[config.mk]
export PLATFORM = sky130hd
export DESIGN_NAME = univ_shift_reg_burst
export DESIGN_NICKNAME = d
export VERILOG_FILES = /design/src/rtl/univ_shift_reg_burst.sv
export SDC_FILE = /design/constraint.sdc
export NUM_CORES = 1
export LEC_CHECK = 0
export ABC_AREA = 1
export CORE_UTILIZATION = 48
export CTS_CLUSTER_DIAMETER = 60
export DETAILED_ROUTE_END_ITERATION = 16
export PLACE_DENSITY = 0.81
export SYNTH_ARGS = -nofsm -noshare
export SYNTH_HDL_FRONTEND = slang
export SYNTH_SLANG_ARGS = --single-unit
[constraint.sdc]
create_clock -name clk_i -period 1.8 [get_ports clk_i]
set_clock_uncertainty 0.15 [all_clocks]
set_input_delay 0.36 -clock clk_i [delete_from_list [all_inputs] [get_ports clk_i]]
set_output_delay 0.36 -clock clk_i [all_outputs]
set_load 0.01 [all_outputs]
[src/rtl/univ_shift_reg_burst.sv]
// Universal shift register with eight single-step modes and a start-triggered
// N-step burst shifter reporting busy/done.
module univ_shift_reg_burst #(
    parameter int unsigned WIDTH = 8,
    parameter int unsigned CNT_W = 4
) (
    input  logic             clk_i,
    input  logic             reset_i,
    input  logic             ena_i,
    input  logic [2:0]       mode_i,
    input  logic [WIDTH-1:0] d_i,
    input  logic             s_in_l_i,
    input  logic             s_in_r_i,
    input  logic             start_i,
    input  logic [CNT_W-1:0] burst_len_i,
    input  logic             burst_dir_i,
    output logic [WIDTH-1:0] q_o,
    output logic             s_out_msb_o,
    output logic             s_out_lsb_o,
    output logic             busy_o,
    output logic             done_o
);

    typedef enum logic [1:0] {
        StIdle,
        StRun,
        StDone
    } state_e;

    state_e           state_q;
    logic [WIDTH-1:0] q_q;
    logic [CNT_W-1:0] cnt_q;
    logic             dir_q;
    logic             busy_q;
    logic             done_q;

    logic [WIDTH-1:0] shl_d;
    logic [WIDTH-1:0] shr_d;
    logic [WIDTH-1:0] q_burst_d;
    logic [WIDTH-1:0] q_mode_d;

    always_comb begin
        shl_d     = {q_q[WIDTH-2:0], s_in_l_i};
        shr_d     = {s_in_r_i, q_q[WIDTH-1:1]};
        q_burst_d = dir_q ? shr_d : shl_d;
        q_mode_d  = q_q;
        case (mode_i)
            3'b000: q_mode_d = q_q;
            3'b001: q_mode_d = shl_d;
            3'b010: q_mode_d = d_i;
            3'b011: q_mode_d = shr_d;
            3'b100: q_mode_d = {q_q[WIDTH-2:0], q_q[WIDTH-1]};
            3'b101: q_mode_d = {q_q[0], q_q[WIDTH-1:1]};
            3'b110: q_mode_d = {q_q[WIDTH-1], q_q[WIDTH-1:1]};
            3'b111: q_mode_d = '0;
        endcase
    end

    always_ff @(posedge clk_i or posedge reset_i) begin
        if (reset_i) begin
            state_q <= StIdle;
            q_q     <= '0;
            cnt_q   <= '0;
            dir_q   <= 1'b0;
            busy_q  <= 1'b0;
            done_q  <= 1'b0;
        end else begin
            case (state_q)
                StIdle: begin
                    if (ena_i) begin
                        // An accepted start takes priority over mode; q holds.
                        if (start_i && (burst_len_i != '0)) begin
                            state_q <= StRun;
                            cnt_q   <= burst_len_i;
                            dir_q   <= burst_dir_i;
                            busy_q  <= 1'b1;
                        end else begin
                            q_q <= q_mode_d;
                        end
                    end
                end
                StRun: begin
                    if (ena_i) begin
                        q_q   <= q_burst_d;
                        cnt_q <= cnt_q - CNT_W'(1);
                        if (cnt_q == CNT_W'(1)) begin
                            state_q <= StDone;
                            busy_q  <= 1'b0;
                            done_q  <= 1'b1;
                        end
                    end
                end
                StDone: begin
                    // Leaves DONE unconditionally so done is always one cycle.
                    state_q <= StIdle;
                    done_q  <= 1'b0;
                end
                default: begin
                    state_q <= StIdle;
                    busy_q  <= 1'b0;
                    done_q  <= 1'b0;
                end
            endcase
        end
    end

    assign q_o         = q_q;
    assign s_out_msb_o = q_q[WIDTH-1];
    assign s_out_lsb_o = q_q[0];
    assign busy_o      = busy_q;
    assign done_o      = done_q;

endmodule

==> metrics list <==
- The run finished with clean final reports.
- Summed over all layers, the global routing overflow is 0.
- Worst Path Max Fanout: 5
- Post-Layout Inst Area: roughly 0.0018 mm2
- Summed over all instances, the cell type with the most area after synthesis is sky130_fd_sc_hd__dfrtp_1.
- Synthesized instance count: roughly 200
- Slowest stage cell, crit path: sky130_fd_sc_hd__clkdlybuf4s50_1
- Together, buffers and inverters on the worst path number 1.
* CP endpoint kind: output pin
* Filler cells: approximately 220
- The floorplan has 18 rows.
* Number of standard cells in the final layout excluding fillers: 273
- Tmin final: around 1.8 ns
- Leakage power of the design: 0.885 nW
- Using the TritonRoute via totals, the vias-per-cell ratio works out to between 5 and 6.
* Slew @ Worst Pin: about 0.34 ns
- Total number of H-tree levels: 1
* Clock share of power: approximately 7.9%
* Vias: approximately 1500
* Die area: around 0.003 mm2
- Placed standard-cell area: roughly 0.0017 mm2
- Classification of the worst setup path: flop to output pin
- R2R Setup Slk: roughly 0.15 ns
- Vias in the first global route: between 1000 and 1500
* Yosys warning count: 0
* Setup-failing EPs final: 0
- Internal power comes to 1.45 mW.
* Min-delay worst type: input port to asynchronous set/reset pin
- Final weighted congestion in routability-driven placement: about 0.93
- Counting every sink on the clock net gives 17.
- Summed negative setup slack over all endpoints: 0 ns
- Total wire length: between 3000 and 4000 um
- Antenna viol nets, final: 0
- Per report_power, the combinational group accounts for a little under two thirds of the total.
- Port-buffer cells: 33
- 34 I/O pins were placed.
- Iteration count of the initial detailed-routing pass: 4
* Final Worst Setup Slack: ~0.043 ns
- Placeable core area: between 0.002 and 0.003 mm2
- The share of total power dissipated in sequential elements is 28.4%.
- CTS tree: yes
- After clock tree synthesis, the clock-pin slew on the worst setup and hold paths is about 0.11 ns.
- Count of different cell masters after synthesis: 25
* Share of final-layout standard cells stronger than drive strength 1: around 18%
- Kind of launch point of the worst setup path: flop
- Across the run, the number of max-cap violations was 0.
- Inserted Clock Buffers: 3
* Maximum count of clock buffers along a single path: 2
- The final count of pins violating max slew came to 0.
* Minimum hold slack: approximately 0.25 ns
* Period utilization: a little over nine tenths
- Switching Share: 45.7%
* Pre-CTS setup slack: -0.180 ns
- Once the floorplan was initialized, standard cells occupied approximately half of the core.
* Total design power: between 2 and 3 mW
- Peak supply drop: about 1100 uV
- Total routing resource utilization after global routing: between 20% and 30%
- After synthesis, the largest area contributor takes up 32.5% of total cell area.
- In this run the tightest slew margin relative to its limit is just under 80%.
- DRC Markers: 0
- Iter 0 DRT Violations: 36
- Counting tap cells, the placed design contains a total of ~260 instances.
* Critical path's largest stage delay: around 0.54 ns
- Highest-count cells in the layout ignoring fill and taps: 64 x sky130_fd_sc_hd__nand2_1, 30 x sky130_fd_sc_hd__clkdlybuf4s50_1, 25 x sky130_fd_sc_hd__nor2_1, 17 x sky130_fd_sc_hd__buf_4, 15 x sky130_fd_sc_hd__inv_1
- In this run the number of cells on the critical path is 1.
* Clock Latency Late Sink: approximately 0.29 ns
* FF-to-FF path depth: 5
- Die X: 54.2 um
- Required time at the endpoint of the critical path: between 1 and 1.5 ns
* Avg Inst Size Synth: 6.68 um2
- Detail-routed net length per standard cell: ~13 um
* Ordered cell list for the critical path: clkdlybuf4s50_1
* Power per cell area: 1490 mW/mm2
- Total net switching power: around 1.2 mW
* Setup repair after global routing missed its margin: no
- Maximum number of pins on one net before global-route repair: 18
* Total Nets Final: about 270
- Biggest area contributors in the synthesized netlist: sky130_fd_sc_hd__dfrtp_1 32%, sky130_fd_sc_hd__nand2_1 18%, sky130_fd_sc_hd__nor2_1 7.2%
* Floorplan die height: roughly 54 um
* Most common cell after layout, fill and taps aside: sky130_fd_sc_hd__nand2_1
* Post-synthesis net count: 220
- Register area share after synthesis: approximately 32%
- Among cell families on the critical path, the largest total delay comes from buffers and inverters.
* Antenna violations before repair: 0
- Once layout is complete, the utilization of the core stands at 71.0%.
- Arr. time, crit path: ~1.3 ns
- 0 antenna diodes ended up in the layout.
* Cell chosen for the clock root: sky130_fd_sc_hd__clkbuf_4
* Final Hold Viols: 0
- After synthesis the cells add up to 0.00131 mm2.
* First-pass GRT wire length: around 5500 um
* Sum of net half-perimeters after detailed placement: 2480 um
* Area grow syn2layout: 36.7%
- Timing would allow up to 0.569 GHz.
- Synthesis-stage register bit count: 17
[cell type report]
cell class | instances | area (um2) | share of cell area [%]
flip-flops and latches | 17 | 432 | 24.1
inverters | 19 | 76.3 | 4.26
repair buffers | 50 | 465 | 26.0
clock buffers | 4 | 26.3 | 1.47
multi-input cells | 153 | 753 | 42.1
well taps | 30 | 37.5 | 2.10
[flip-flops by register name, summed over array words and instances, names as in the netlist]
name     cells
done_o       1
cnt_q        4
q_o          8
busy_o       1
state_q      2
dir_q        1
[synthesized netlist by cell type, drive strengths merged]
cell type,n
buf,7
ha,2
o21ai,10
nor3,1
nand4,7
nand2,66
clkinv,2
a31oi,1
nand3,15
nand3b,1
dfrtp,17
o21bai,1
inv,17
a21oi,21
o211ai,1
nor2,27
[what timing repair did]
action,in CTS,in global routing
resized for setup,5,3
hold buffers,0,0
setup endpoints to repair,10,7
endpoints found under the hold margin,0,0
buffers inserted,3,7
[cells by family (layout without fill, tap and decap cells)]
group,Yosys count,count (layout),share of synthesized area (%)
flip-flops,17,17,32.5
AND/OR/NAND/NOR,117,117,39.8
adder cells (fa/ha/maj),2,2,1.91
buffers and inverters,26,73,10.0
AO/OA/AOI/OAI,34,34,15.8
[power groups by stage]
stage / Sequential [mW] / Clock [mW] / Combinational (mW)
final: 0.757 / 0.211 / 1.70
after global routing: 0.781 / 0.232 / 1.89
after CTS: 0.780 / 0.221 / 1.56
after global placement: 0.804 / 0 / 1.42
after floorplan: 0.788 / 0 / 0.976
after detailed placement: 0.812 / 0 / 1.46
[path summary, 6_finish.rpt]
path | from | endpoint
setup reg to reg | dir_q$_DFFE_PP0P_ | q_o[7]$_DFFE_PP0P_
min in group clk_i | done_o$_DFFE_PP0P_ | done_o$_DFFE_PP0P_
hold / removal | reset_i | cnt_q[0]$_DFFE_PP0P_
hold reg to reg | done_o$_DFFE_PP0P_ | done_o$_DFFE_PP0P_
setup / recovery | q_o[3]$_DFFE_PP0P_ | q_o[3]
max in group asynchronous | reset_i | q_o[0]$_DFFE_PP0P_
[routing by layer]
metal  wire, um  share of wire (%)  GRT usage (%)  vias to the layer above
met4         58                1.7           9.40                        0
met2       1820                 52           48.4                       45
li1           -                  -              -                      728
met3        182                5.2           3.61                        7
met5          0                  0              0                        -
met1       1420                 41           29.9                      684
Note: power is estimated with default switching activity, not from simulation.
